### src/rtl/brushless_commutator_if.sv
// brushless_commutator_if: hall/brake/drive inputs and coil-select/duty outputs of the commutator
interface brushless_commutator_if;
  logic        hallGrn;
  logic        hallYlw;
  logic        hallBlu;
  logic        brake_n;
  logic [11:0] drv_mag;
  logic        PWM_synch;
  logic [10:0] duty;
  logic [1:0]  selGrn;
  logic [1:0]  selYlw;
  logic [1:0]  selBlu;
  logic        hall_err;
  logic        stall;
  modport master (
    output hallGrn, hallYlw, hallBlu, brake_n, drv_mag, PWM_synch,
    input  duty, selGrn, selYlw, selBlu, hall_err, stall
  );
  modport slave (
    input  hallGrn, hallYlw, hallBlu, brake_n, drv_mag, PWM_synch,
    output duty, selGrn, selYlw, selBlu, hall_err, stall
  );
endinterface

### src/rtl/brushless_commutator.sv
// brushless_commutator: hall decode to coil selects and duty, updated only on PWM period boundaries
module brushless_commutator #(
  parameter logic [10:0] BRAKE_DUTY    = 11'h600,
  parameter int          ERR_PERIODS   = 4,
  parameter int          STALL_PERIODS = 1023
) (
  input logic              clk,
  input logic              rst,
  brushless_commutator_if.slave bus
);
  localparam logic [3:0] ERR_MAX   = 4'(ERR_PERIODS);
  localparam logic [9:0] STALL_MAX = 10'(STALL_PERIODS);
  logic [3:0]  sync1, sync2;
  logic [2:0]  hall_s, rot_state;
  logic        brk, valid, stall_clr;
  logic [5:0]  tbl, sel, sel_nxt;
  logic [10:0] duty, duty_nxt;
  logic [3:0]  err_cnt, err_nxt;
  logic [9:0]  stall_cnt, stall_nxt;
  logic        hall_err, stall;
  // synchronizers idle at "hall 111, brake released"
  always_ff @(posedge clk or posedge rst)
    if (rst) begin
      sync1 <= '1;
      sync2 <= '1;
    end else begin
      sync1 <= {bus.hallGrn, bus.hallYlw, bus.hallBlu, bus.brake_n};
      sync2 <= sync1;
    end
  assign hall_s = sync2[3:1];
  assign brk    = ~sync2[0];
  assign valid  = hall_s != 3'b000 && hall_s != 3'b111;
  always_comb begin
    tbl = 6'b000000;
    case (hall_s)
      3'b101:  tbl = 6'b01_10_00;
      3'b100:  tbl = 6'b01_00_10;
      3'b110:  tbl = 6'b00_01_10;
      3'b010:  tbl = 6'b10_01_00;
      3'b011:  tbl = 6'b10_00_01;
      3'b001:  tbl = 6'b00_10_01;
      default: tbl = 6'b000000;
    endcase
    sel_nxt   = brk ? 6'b11_11_11 : tbl;
    duty_nxt  = brk ? BRAKE_DUTY : 11'h400 + {1'b0, bus.drv_mag[11:2]};
    err_nxt   = valid ? 4'd0 : ((err_cnt == ERR_MAX) ? err_cnt : err_cnt + 4'd1);
    stall_clr = brk || bus.drv_mag == 12'd0 || !valid || hall_s != rot_state;
    stall_nxt = stall_clr ? 10'd0 : ((stall_cnt == STALL_MAX) ? stall_cnt : stall_cnt + 10'd1);
  end
  always_ff @(posedge clk or posedge rst)
    if (rst) begin
      duty      <= '0;
      sel       <= '0;
      err_cnt   <= '0;
      stall_cnt <= '0;
      rot_state <= '0;
      hall_err  <= 1'b0;
      stall     <= 1'b0;
    end else if (bus.PWM_synch) begin
      duty      <= duty_nxt;
      sel       <= sel_nxt;
      err_cnt   <= err_nxt;
      stall_cnt <= stall_nxt;
      rot_state <= hall_s;
      hall_err  <= err_nxt == ERR_MAX;
      stall     <= stall_nxt == STALL_MAX;
    end
  assign bus.duty     = duty;
  assign bus.selGrn   = sel[5:4];
  assign bus.selYlw   = sel[3:2];
  assign bus.selBlu   = sel[1:0];
  assign bus.hall_err = hall_err;
  assign bus.stall    = stall;
endmodule

### src/flat_wrapper.sv
// flat-port wrapper written by rule: the top's interface ports become plain ports
module brushless_commutator_flat 
#(
  parameter logic [10:0] BRAKE_DUTY    = 11'h600,
  parameter int          ERR_PERIODS   = 4,
  parameter int          STALL_PERIODS = 1023
)
  (clk, rst, bus_hallGrn, bus_hallYlw, bus_hallBlu, bus_brake_n, bus_drv_mag, bus_PWM_synch, bus_duty, bus_selGrn, bus_selYlw, bus_selBlu, bus_hall_err, bus_stall);
  brushless_commutator_if bus_i ();
  input logic clk;
  input logic rst;
  input wire logic [$bits(bus_i.hallGrn)-1:0] bus_hallGrn;
  input wire logic [$bits(bus_i.hallYlw)-1:0] bus_hallYlw;
  input wire logic [$bits(bus_i.hallBlu)-1:0] bus_hallBlu;
  input wire logic [$bits(bus_i.brake_n)-1:0] bus_brake_n;
  input wire logic [$bits(bus_i.drv_mag)-1:0] bus_drv_mag;
  input wire logic [$bits(bus_i.PWM_synch)-1:0] bus_PWM_synch;
  output wire logic [$bits(bus_i.duty)-1:0] bus_duty;
  output wire logic [$bits(bus_i.selGrn)-1:0] bus_selGrn;
  output wire logic [$bits(bus_i.selYlw)-1:0] bus_selYlw;
  output wire logic [$bits(bus_i.selBlu)-1:0] bus_selBlu;
  output wire logic [$bits(bus_i.hall_err)-1:0] bus_hall_err;
  output wire logic [$bits(bus_i.stall)-1:0] bus_stall;
  assign bus_i.hallGrn = bus_hallGrn;
  assign bus_i.hallYlw = bus_hallYlw;
  assign bus_i.hallBlu = bus_hallBlu;
  assign bus_i.brake_n = bus_brake_n;
  assign bus_i.drv_mag = bus_drv_mag;
  assign bus_i.PWM_synch = bus_PWM_synch;
  assign bus_duty = bus_i.duty;
  assign bus_selGrn = bus_i.selGrn;
  assign bus_selYlw = bus_i.selYlw;
  assign bus_selBlu = bus_i.selBlu;
  assign bus_hall_err = bus_i.hall_err;
  assign bus_stall = bus_i.stall;
  brushless_commutator #(.BRAKE_DUTY(BRAKE_DUTY), .ERR_PERIODS(ERR_PERIODS), .STALL_PERIODS(STALL_PERIODS)) u_core (.clk(clk), .rst(rst), .bus(bus_i));
endmodule
### config.mk
export PLATFORM = sky130hd
export DESIGN_NAME = brushless_commutator_flat
export DESIGN_NICKNAME = d
export VERILOG_FILES = /design/src/rtl/brushless_commutator_if.sv /design/src/rtl/brushless_commutator.sv /design/src/flat_wrapper.sv
export SDC_FILE = /design/constraint.sdc
export NUM_CORES = 1
export LEC_CHECK = 0
export BUFFER_PORTS_ARGS = -buffer_cell sky130_fd_sc_hd__buf_4
export CORE_MARGIN = 3
export CORE_UTILIZATION = 45
export DETAILED_ROUTE_END_ITERATION = 10
export HOLD_SLACK_MARGIN = 0.12
export PLACE_DENSITY_LB_ADDON = 0.08
export SLEW_MARGIN = 10
export SYNTH_ARGS = -nofsm -noshare
export SYNTH_HDL_FRONTEND = slang
export SYNTH_SLANG_ARGS = --single-unit
### constraint.sdc
create_clock -name clk -period 2.8 [get_ports clk]
set_input_delay 0.14 -clock clk [delete_from_list [all_inputs] [get_ports clk]]
set_output_delay 0.14 -clock clk [all_outputs]
set_load 0.03 [all_outputs]
======== After elaboration in Yosys (flattened, before gate mapping) ========
Cells that the tools add are included.
cells by class
  $add $sub $neg .......................... 3
  $mul .................................... 0
  muxes and demuxes ....................... 7
  reductions and logical operators ........ 7
  shift-type cells ........................ 0
  bitwise operators ....................... 1
  divide/modulo/power cells ............... 0
  $lt $le $gt $ge ......................... 0
  equality and inequality tests ........... 12
operators by type and width
  cell                                                  count
  one-hot mux 6 bit (6 select lines)                    1
  equality test 10 bit (second input constant)          2
  two-way mux 10 bit                                    2
  zero test 12 bit                                      1
  adder 11 x 10 -> 11 bit (first input constant)        1
  two-way mux 11 bit                                    1
  adder 10 x 1 -> 10 bit (second input constant)        1
  equality test 3 bit (second input constant)           3
  equality test 4 x 3 -> 1 bit (second input constant)  2
  two-way mux 4 bit                                     2
  equality test 3 x 2 -> 1 bit (second input constant)  2
  two-way mux 6 bit                                     1
  adder 4 x 1 -> 4 bit (second input constant)          1
  equality test 3 x 1 -> 1 bit (second input constant)  1
  logical OR 1 bit                                      3
  inequality test 3 bit                                 1
  inequality test 3 bit (second input constant)         1
  nonzero test 3 bit                                    1
  logical AND 1 bit                                     1
  zero test 1 bit                                       1
  inverter 1 bit                                        1
word-level totals
  memories kept ........................... 0
  logic and storage cells ................. 39
  bits in registers ....................... 44
  RAM bits ................................ 0
  bits in latches ......................... 0
  output and inout bits ................... 19
  memory bits (read-only) ................. 0

======== Depth between registers and ports, before layout ========
Gate-level depths: netlist (run 1).
  word-level depth ........................ 7
  gate-level depth with buffers ........... 7
  gate-level depth less buffers ........... 7

======== Worst setup path before layout (run 1) ========
Ideal clock, no wire load.
  path type ............................... flip-flop to flip-flop
  start point ............................. register u_core.stall_cnt[0]
  end point ............................... register u_core.stall (netlist: u_core.bus.stall)
  setup slack ............................. 0.984 ns
  cell stages (with the launch flop) ...... 7
  required time ........................... 2.704 ns
  path buffers ............................ 0
  arrival ................................. 1.720 ns
  library setup time ...................... 0.096 ns
  path through ............................ dfrtp_1 ha_1 nand2_1 nor3_1 a31oi_1 or4_4 o32ai_2
on the way
  longest elaborated chain between the ends .. 4
ends and longest elaborated chain
  what                                                                   line                        RTL
  start, declared                                                        brushless_commutator.sv:19  logic [9:0] stall_cnt, stall_nxt;
  start signal, assigned                                                 brushless_commutator.sv:63  stall_cnt <= stall_nxt;
  adder 10 x 1 -> 10 bit / equality test 10 bit (equally long branches)  brushless_commutator.sv:48  stall_nxt = stall_clr ? 10'd0 : ((stall_cnt == STALL_MAX) ? stall_cnt : stall_cnt + 10'd1);
  two-way mux 10 bit (*) (2 in series)                                   brushless_commutator.sv:48
  equality test 10 bit (*)                                               brushless_commutator.sv:66  stall <= stall_nxt == STALL_MAX;
  end signal, assigned                                                   brushless_commutator.sv:58  stall <= 1'b0;
  end signal, assigned                                                   brushless_commutator.sv:66
  end, declared                                                          brushless_commutator.sv:20  logic hall_err, stall;
Mark *: on every way between the ends. The rest lies on a longest branch, timed or not.
A chain may end at the register's enable or synchronous reset.

======== Worst setup path in the final report (run 1) ========
Ends and elaborated chain as after synthesis.

==> results of run 1 <==
## per-layer routing
layer,share of wire,GRT usage,wire length [um],vias up
met1,0.50,0.2456,2211,797
met3,0.045,0.04539,199,2
met5,0,0,0,-
met2,0.45,0.2582,1962,43
met4,0.0034,0.02913,15,0
li1,-,-,-,887
## registers in the layout, summed over array words and instances, names as in the netlist
signal / cells
u_core.bus.duty: 11
u_core.stall_cnt: 10
u_core.sel: 6
u_core.err_cnt: 4
u_core.sync1: 4
u_core.sync2: 4
u_core.rot_state: 3
u_core.bus.hall_err: 1
u_core.bus.stall: 1
## worst min-delay path by stage
stage	from	endpoint	slack (ns)	depth (start not counted)
after floorplan	bus_brake_n	u_core.sync1[0]$_DFF_PP1_	0.14	0
after detailed placement	bus_brake_n	u_core.sync1[0]$_DFF_PP1_	0.25	1
final	bus_PWM_synch	u_core.bus.stall$_DFFE_PP0P_	0.32	2
after global placement	bus_hallYlw	u_core.sync1[2]$_DFF_PP1_	0.25	1
after global routing	bus_PWM_synch	u_core.bus.stall$_DFFE_PP0P_	0.34	2
after CTS	bus_PWM_synch	u_core.bus.stall$_DFFE_PP0P_	0.31	2
## cells in the mapped netlist, types with 2 or more instances
library cell | n | area, um^2
nor4_1 | 4 | 25.02
nand3_1 | 8 | 40.04
nand2b_1 | 7 | 43.79
and3_1 | 3 | 18.77
nor2b_1 | 2 | 12.51
dfrtp_1 | 36 | 900.9
a31oi_1 | 9 | 56.30
and2_1 | 3 | 18.77
buf_1 | 2 | 7.510
nor3_1 | 6 | 30.03
inv_1 | 17 | 63.81
dfstp_2 | 8 | 210.2
nor2_1 | 14 | 52.55
nand4_1 | 6 | 37.54
o21ai_0 | 15 | 75.07
buf_6 | 2 | 22.52
mux2_2 | 4 | 45.04
ha_1 | 3 | 37.54
a21boi_1 | 3 | 22.52
a41oi_1 | 2 | 17.52
nand2_1 | 21 | 78.83
a21oi_1 | 13 | 65.06
or3_1 | 2 | 12.51
clkbuf_1 | 7 | 26.28
xnor2_1 | 5 | 43.79
mux2i_1 | 5 | 50.05
o21ai_1 | 4 | 20.02
## kinds of logic after synthesis
| family | Yosys count | share of synthesized area |
|---|---|---|
| mux | 9 | 0.04419 |
| simple gates | 80 | 0.1895 |
| fa+ha+maj | 3 | 0.01744 |
| xor+xnor | 5 | 0.02035 |
| compound gates | 54 | 0.1541 |
| flops | 44 | 0.5163 |
| buf+inv | 29 | 0.05814 |
## power by group
| part | switching, W | internal, W | total, W |
|---|---|---|---|
| registers | 0.0000261 | 0.000673 | 0.000700 |
| logic | 0.000114 | 0.0000899 | 0.000204 |
| clock network | 0.000225 | 0.000269 | 0.000493 |
## metrics by stage
| stage | area, um^2 | setup slack [ns] | total power [W] | std cells | utilization |
|---|---|---|---|---|---|
| after global placement | 2449 | 0.8811 | 0.0008971 | 303 | 0.5473 |
| after global routing | 2714 | 0.6760 | 0.001473 | 326 | 0.6065 |
| after floorplan | 2152 | 0.9841 | 0.0008243 | 224 | - |
| after CTS | 2714 | 0.8284 | 0.001418 | 326 | 0.6065 |
| after detailed placement | 2449 | 0.8202 | 0.0009007 | 303 | 0.5473 |
| final | 2714 | 0.8155 | 0.001397 | 326 | 0.6065 |
## area by class of cell
class,instances,area share
Inverter,17,0.02351
Clock inverter,3,0.01706
Sequential cell,44,0.4094
Timing Repair Buffer,54,0.1632
Clock buffer,5,0.02536
Multi-Input combinational cell,151,0.3375
Tap cell,52,0.02397
## worst max-delay path, delay by kind of cell, from the launching register on
kind | cells | cell delay (ns)
AO/OA/AOI/OAI | 2 | 0.29
flip-flops | 1 | 0.44
AND/OR/NAND/NOR | 3 | 0.89
adder cells (fa/ha/maj) | 1 | 0.29
## timing repair
| item | in CTS | in global routing |
|---|---|---|
| setup endpoints to repair | 0 | 0 |
| hold buffers | 15 | 0 |
| endpoints found under the hold margin | 35 | 0 |
==> results.json, run 1 <==
{
  "cts_tree": "built",
  "clkTransAtPathRegs_ns": 0.09,
  "synthDistinctLibCells": 40,
  "reg2regPathDepth": 6,
  "rsz0062_at_grt": "no",
  "cts_setup_buffers": 0,
  "synthFlopType": "dfrtp_1",
  "status": "complete, no violations",
  "drv_cap": 0,
  "end_kind": "register",
  "diodes": 0,
  "relSlewSlack": 0.2935,
  "max_slew.worst_pin.slew_ns": 1.053,
  "htreeDepth": 2,
  "cts_resized": 0,
  "worstPathArrival_ns": 2.19,
  "async_reset_ff_frac": 1.000,
  "cpMaxStageDelayCell": "or4_4",
  "area_delta_synth_final_pct": 26.10,
  "ant_nets": 0,
  "gp_congestion": 0.9028,
  "clk_latency_ns": 0.29,
  "grt_usage": 0.1689,
  "regArea_um2": 1111,
  "grt_pass1_wl_mm": 7.355,
  "startpoint": "u_core.stall_cnt[0]$_DFFE_PP0P_",
  "routedWlPerCell_um": 13.46,
  "placeableCoreArea_um2": 4474,
  "drt_iter0_markers": 169,
  "critPathLaunchType": "register",
  "via_count": 1729,
  "fin_tns_setup_ns": 0,
  "syn_area_um2": 2152,
  "io_pins": 38,
  "ir_drop_mv": 0.3540,
  "clockBufferDepth": 2,
  "viasPerCell": 5.304,
  "slowest_delay_ns": 0.49,
  "dr.pass1.iters": 4,
  "r2r_setup_slack_ns": 0.82,
  "cts_made_buffers": 5,
  "dieArea_um2": 5648,
  "antenna_found_initial": 0,
  "min_period_ns": 1.984,
  "multi_input_area_um2": 915.9,
  "skew_ns": 0.009952,
  "hold_viol": 0,
  "hold_path_class": "in2reg",
  "yosysSeqAreaShare": 0.5163,
  "max_freq_mhz": 503.9,
  "required_ns": 3.01,
  "r2r-end": "u_core.bus.stall$_DFFE_PP0P_",
  "p_per_area_nw_per_um2": 514.6,
  "crit_chain": "ha_1, nand2_1, nor3_1, a31oi_1, or4_4, o32ai_2",
  "yosysWarnings": 0,
  "wl_mm": 4.389,
  "start_util": 0.4810,
  "clock_sinks": 44,
  "final_cell_mix": "39 x buf_4, 36 x dfrtp_1, 21 x nand2_1",
  "die_w_um": 75.16,
  "ctsRootBufferMaster": "clkbuf_8",
  "nFillCells": 392,
  "finalMaxSlewViolations": 0,
  "critical_path_class": "reg2reg",
  "grt_overflow": 0,
  "syn_inst": 224,
  "grt_max_degree": 56,
  "timing.rr.start": "u_core.stall_cnt[0]$_DFFE_PP0P_",
  "avgSynthCellArea_um2": 9.607,
  "post-dp-hpwl_mm": 2.913,
  "ys_ff_latch": 44,
  "cp_max_fo": 7,
  "syn-num-nets": 246,
  "drcViolationCount": 0,
  "final_common_cell": "buf_4",
  "drive_gt1_frac": 0.2299,
  "hold_ws_ns": 0.3157,
  "die_y_um": 75.16,
  "io_buffer_count": 37,
  "rows": 24,
  "nNetsFinal": 295,
  "setup_viol": 0,
  "fin_crit_sh": 0.7087,
  "synth_edf_count": 0,
  "crit_end": "u_core.bus.stall$_DFFE_PP0P_",
  "grt_pass1_vias": 1619,
  "power_leakage_nw": 1.149
}
Note: power is estimated with default switching activity, not from simulation.
==> run 2, diff against run 1 <==
- clock period: 2.8 -> 2.1 ns (I/O delays scaled with it)
==> run 2 against run 1 <==
Effect of this change: largest cell class unchanged; sequential power up 33%; clock skew shrank 0.0065 ns; total power increased by 34%; sequential share of layout area down 0.49 points; combinational power grew 35%; fmax increased by 3.5%; register-to-register slack worse by 0.63 ns; worst setup slack worse by 0.63 ns.
==> results.json, run 2 (synthesis results as in run 1) <==
{
  "via_count": 1758,
  "nFillCells": 369,
  "drcViolationCount": 0,
  "io_buffer_count": 37,
  "min_to": "u_core.bus.stall$_DFFE_PP0P_",
  "finalMaxSlewViolations": 0,
  "relSlewSlack": 0.6422,
  "dr.pass1.iters": 4,
  "viasPerCell": 5.360,
  "cts_made_buffers": 5,
  "utilization": 0.6147,
  "max_slew.worst_pin.slew_ns": 0.5334,
  "start_util": 0.4810,
  "ctsRootBufferMaster": "clkbuf_8",
  "htreeDepth": 2,
  "skew_ns": 0.003477,
  "route.layer.met1.wl_mm": 2.270,
  "dieArea_um2": 5648,
  "grt_max_degree": 56,
  "r2r_setup_slack_ns": 0.18,
  "route.met2.wl_mm": 1.882,
  "post-dp-hpwl_mm": 2.920,
  "drt_iter0_markers": 156,
  "required_ns": 2.31,
  "wl_mm": 4.425,
  "rows": 24,
  "setup_viol": 0,
  "area_delta_synth_final_pct": 27.79,
  "final_common_cell": "buf_4",
  "cp_max_fo": 7,
  "clock_sinks": 44,
  "grt_overflow": 0,
  "hold_depth": 2,
  "regMostFlops": "u_core.bus.duty",
  "placeableCoreArea_um2": 4474,
  "clkTransAtPathRegs_ns": 0.09,
  "largest_register_ffs": 11,
  "min_period_ns": 1.918,
  "die_y_um": 75.16,
  "holdCritStartpoint": "bus_PWM_synch",
  "cts_tree": "built",
  "fin_tns_setup_ns": 0,
  "routedWlPerCell_um": 13.49,
  "end_kind": "register",
  "dp_cells": 305,
  "timing.rr.start": "u_core.stall_cnt[1]$_DFFE_PP0P_",
  "status": "complete, no violations",
  "place_ws_ns": 0.1178,
  "rsz0062_at_grt": "no",
  "hold_path_class": "in2reg",
  "power_leakage_nw": 1.160,
  "final_cells": 328,
  "ant_nets": 0,
  "top_layer_used": "met4",
  "gp_congestion": 0.8951,
  "top_regs": "u_core.bus.duty: 11 flops, u_core.stall_cnt: 10 flops, u_core.sel: 6 flops",
  "io_pins": 38,
  "ir_drop_mv": 0.4710,
  "max_freq_mhz": 521.4,
  "critPathLaunchType": "register",
  "hold_viol": 0,
  "grt_pass1_wl_mm": 7.493,
  "antenna_found_initial": 0,
  "diodes": 0,
  "worstPathArrival_ns": 2.13,
  "reg2regPathDepth": 6,
  "cts_setup_buffers": 0,
  "clockBufferDepth": 2,
  "die_w_um": 75.16,
  "met3_length_um": 225,
  "r2r-end": "u_core.bus.stall$_DFFE_PP0P_",
  "critical_path_class": "reg2reg",
  "fin_crit_sh": 0.9133,
  "layout_setup_ws_ns": 0.1820,
  "p_per_area_nw_per_um2": 680.9,
  "final_cell_mix": "40 x buf_4, 35 x dfrtp_1, 21 x nand2_1",
  "nNetsFinal": 297,
  "drv_cap": 0,
  "grt_pass1_vias": 1635,
  "drive_gt1_frac": 0.2464,
  "clk_latency_ns": 0.30,
  "grt_usage": 0.1731
}
run 2: cell types whose count changed in the layout (fill, tap and decap cells not counted), sizes merged:
cell,before,now
buf,39,41
run 2: worst max-delay path by stage:
| stage | start | end | cells after the start |
|---|---|---|---|
| after floorplan | u_core.stall_cnt[0]$_DFFE_PP0P_ | u_core.bus.stall$_DFFE_PP0P_ | 6 |
| after global placement | u_core.stall_cnt[0]$_DFFE_PP0P_ | u_core.bus.stall$_DFFE_PP0P_ | 6 |
| after detailed placement | u_core.stall_cnt[0]$_DFFE_PP0P_ | u_core.bus.stall$_DFFE_PP0P_ | 6 |
| after CTS | u_core.stall_cnt[0]$_DFFE_PP0P_ | u_core.bus.stall$_DFFE_PP0P_ | 6 |
| after global routing | u_core.stall_cnt[1]$_DFFE_PP0P_ | u_core.bus.stall$_DFFE_PP0P_ | 6 |
| final | u_core.stall_cnt[1]$_DFFE_PP0P_ | u_core.bus.stall$_DFFE_PP0P_ | 6 |
run 2: final cells by class:
cell class,count,area [um^2],area share
clock buffers,5,68.82,0.02502
repair buffers,56,470.5,0.1711
clock inverters,3,46.29,0.01683
multi-input cells,151,923.4,0.3358
inverters,17,63.81,0.02320
well taps,52,65.06,0.02366
flip-flops and latches,44,1112,0.4045
run 2: worst max-delay path: stages (launching register included):
cell	delay (ns)
dfrtp_1	0.41
ha_2	0.25
nand2_1	0.17
nor3_1	0.21
a31oi_1	0.10
or4_4	0.49
o32ai_2	0.20
run 2: per-layer routing:
metal  global-route usage  vias up
met3              0.04539        4
met2               0.2485       42
met5                    0        -
met4              0.05243        0
li1                     -      889
met1               0.2570      823
run 2: power by group:
part | total, W | internal, W | switching [W]
Combinational | 0.000276 | 0.000124 | 0.000152
Sequential | 0.000933 | 0.000898 | 0.0000348
Clock | 0.000664 | 0.000358 | 0.000306
run 2: per-stage QoR:
stage,cell area (um^2),hold WS [ns],power (W)
2_1_floorplan,2152,0.1095,0.001099
3_3_place_gp,2476,0.1096,0.001201
3_5_place_dp,2476,0.1186,0.001204
4_1_cts,2741,0.2719,0.001895
5_1_grt,2750,0.2965,0.001968
6_report,2750,0.2716,0.001873
run 2: repair_timing:
| action | CTS | global route |
|---|---|---|
| hold buffers | 15 | 0 |
| resized for setup | 0 | 3 |
| hold endpoints to repair | 26 | 0 |
| setup endpoints to repair | 0 | 2 |
==> run 3, diff against run 2 <==
- REMOVE_ABC_BUFFERS: unset -> 1
- clock period: 2.1 -> 2.25 ns (I/O delays scaled with it)
==> run 3 against run 2 <==
Effect of this change: die area stayed put; combinational power decreased by 6%; sequential power decreased by 7.1%; total power down 7.5%; wire length is 3.6% higher; critical path depth unchanged; via count rose by 2.5%; worst setup slack better by 0.043 ns; register-to-register slack improved by 0.04 ns; sequential share of layout area grew 0.33 points; largest power group unchanged; highest routed layer unchanged.
==> results.json, run 3 (synthesis results as in run 1) <==
{
  "dieArea_um2": 5648,
  "grt_overflow": 0,
  "cts_setup_buffers": 0,
  "p_per_area_nw_per_um2": 635.4,
  "slowest_delay_ns": 0.50,
  "hold_viol": 0,
  "hold_depth": 2,
  "power_switching_w": 0.0004508,
  "drive_gt1_frac": 0.2355,
  "r2r-end": "u_core.bus.stall$_DFFE_PP0P_",
  "grt_usage": 0.1752,
  "regMostFlops": "u_core.bus.duty",
  "largest_register_ffs": 11,
  "wl_mm": 4.586,
  "gp_congestion": 0.8181,
  "clk_latency_ns": 0.30,
  "final_cell_mix": "41 x buf_4, 36 x dfrtp_1, 21 x nand2_1",
  "clockBufferDepth": 2,
  "critical-path-top-delay-family": "simple AND/OR/NAND/NOR gates",
  "critical_path_class": "reg2reg",
  "rsz0062_at_grt": "no",
  "io_pins": 38,
  "critPathLaunchType": "register",
  "ir_drop_mv": 0.3919,
  "skew_ns": 0.006215,
  "regArea_um2": 1111,
  "area_delta_synth_final_pct": 26.63,
  "dr.pass1.iters": 4,
  "worstPathArrival_ns": 2.24,
  "diodes": 0,
  "htreeDepth": 2,
  "layout_setup_ws_ns": 0.2248,
  "holdCritStartpoint": "bus_PWM_synch",
  "io_buffer_count": 37,
  "ctsRootBufferMaster": "clkbuf_8",
  "clock_sinks": 44,
  "power_leakage_nw": 1.158,
  "crit_chain": "ha_1, nand2_1, nor3_1, a31oi_1, or4_4, o32ai_2",
  "drcViolationCount": 0,
  "min_period_ns": 2.025,
  "via_count": 1802,
  "multi_input_area_um2": 915.9,
  "die_w_um": 75.16,
  "fin_crit_sh": 0.9001,
  "max_freq_mhz": 493.8,
  "viasPerCell": 5.494,
  "nNetsFinal": 297,
  "cts_tree": "built",
  "reg2regPathDepth": 6,
  "place_ws_ns": 0.2427,
  "p_comb_frac": 0.150,
  "post-dp-hpwl_mm": 3.117,
  "rows": 24,
  "placeableCoreArea_um2": 4474,
  "top_regs": "u_core.bus.duty: 11 flops, u_core.stall_cnt: 10 flops, u_core.sel: 6 flops",
  "hold_path_class": "in2reg",
  "nFillCells": 380,
  "finalMaxSlewViolations": 0,
  "r2r_setup_slack_ns": 0.22,
  "end_kind": "register",
  "antenna_found_initial": 0,
  "grt_max_degree": 56,
  "required_ns": 2.46,
  "internal-power_w": 0.001281,
  "seqPwrFrac": 0.501,
  "status": "complete, no violations",
  "fin_tns_setup_ns": 0,
  "grt_pass1_wl_mm": 7.541,
  "timing.rr.start": "u_core.stall_cnt[0]$_DFFE_PP0P_",
  "switching_share": 0.2603,
  "relSlewSlack": 0.6574,
  "die_y_um": 75.16,
  "final_common_cell": "buf_4",
  "clkPwrFrac": 0.349,
  "drv_cap": 0,
  "cts_made_buffers": 5,
  "min_to": "u_core.bus.stall$_DFFE_PP0P_",
  "clkTransAtPathRegs_ns": 0.09,
  "start_util": 0.4810,
  "path_buf_inv": 0,
  "grt_pass1_vias": 1589,
  "drt_iter0_markers": 103,
  "routedWlPerCell_um": 13.98,
  "cp_max_fo": 7,
  "ant_nets": 0,
  "max_slew.worst_pin.slew_ns": 0.5139,
  "cpMaxStageDelayCell": "or4_4",
  "setup_viol": 0
}
## run 3: cell types whose count changed in the layout (fill, tap and decap cells not counted), sizes merged
cell / change
clkinv: +1
inv: -1
## run 3: worst max path at each step
stage,from,end,slack (ns),depth (start not counted)
detailed placement,u_core.stall_cnt[0]$_DFFE_PP0P_,u_core.bus.stall$_DFFE_PP0P_,0.24,6
global route,u_core.stall_cnt[0]$_DFFE_PP0P_,u_core.bus.stall$_DFFE_PP0P_,0.12,6
finish,u_core.stall_cnt[0]$_DFFE_PP0P_,u_core.bus.stall$_DFFE_PP0P_,0.22,6
floorplan,u_core.sync2[3]$_DFF_PP1_,u_core.bus.stall$_DFFE_PP0P_,0.25,5
CTS,u_core.stall_cnt[0]$_DFFE_PP0P_,u_core.bus.stall$_DFFE_PP0P_,0.24,6
global placement,u_core.stall_cnt[0]$_DFFE_PP0P_,u_core.bus.stall$_DFFE_PP0P_,0.33,6
## run 3: area by class of cell
cell class	count	share of cell area
clock buffer	5	0.02525
clock inverter	3	0.01561
inverter	17	0.02342
multi-input combinational	151	0.3361
sequential	44	0.4077
tap	52	0.02388
timing repair buffer	56	0.1680
## run 3: layer usage
metal  track usage  part of all wire  up-vias
li1              -                 -      889
met1        0.2385              0.47      875
met2        0.2776              0.48       32
met3       0.04005             0.035        6
met4       0.05825             0.013        0
met5             0                 0        -
## run 3: repair_timing
action,in CTS,in global routing
hold buffers,15,0
hold endpoints to repair,27,0
resized for setup,0,0
## run 3: power groups by stage
stage          Combinational [W]  Clock, W  Sequential, W
6_report                0.000260  0.000605       0.000867
5_1_grt                 0.000286  0.000665       0.000874
4_1_cts                 0.000264  0.000624       0.000867
3_5_place_dp            0.000243         0       0.000882
3_3_place_gp            0.000239         0       0.000882
2_1_floorplan          0.0000839         0       0.000929
## run 3: per-stage QoR
| step | area, um^2 | cells | power, W | hold WS [ns] | utilization |
|---|---|---|---|---|---|
| final | 2725 | 328 | 0.001731 | 0.2926 | 0.6091 |
| after global routing | 2725 | 328 | 0.001825 | 0.3075 | 0.6091 |
| after CTS | 2725 | 328 | 0.001755 | 0.2831 | 0.6091 |
| after detailed placement | 2464 | 305 | 0.001125 | 0.1070 | 0.5506 |
| after global placement | 2464 | 305 | 0.001120 | 0.1071 | 0.5506 |
| after floorplan | 2091 | 212 | 0.001013 | 0.1170 | - |
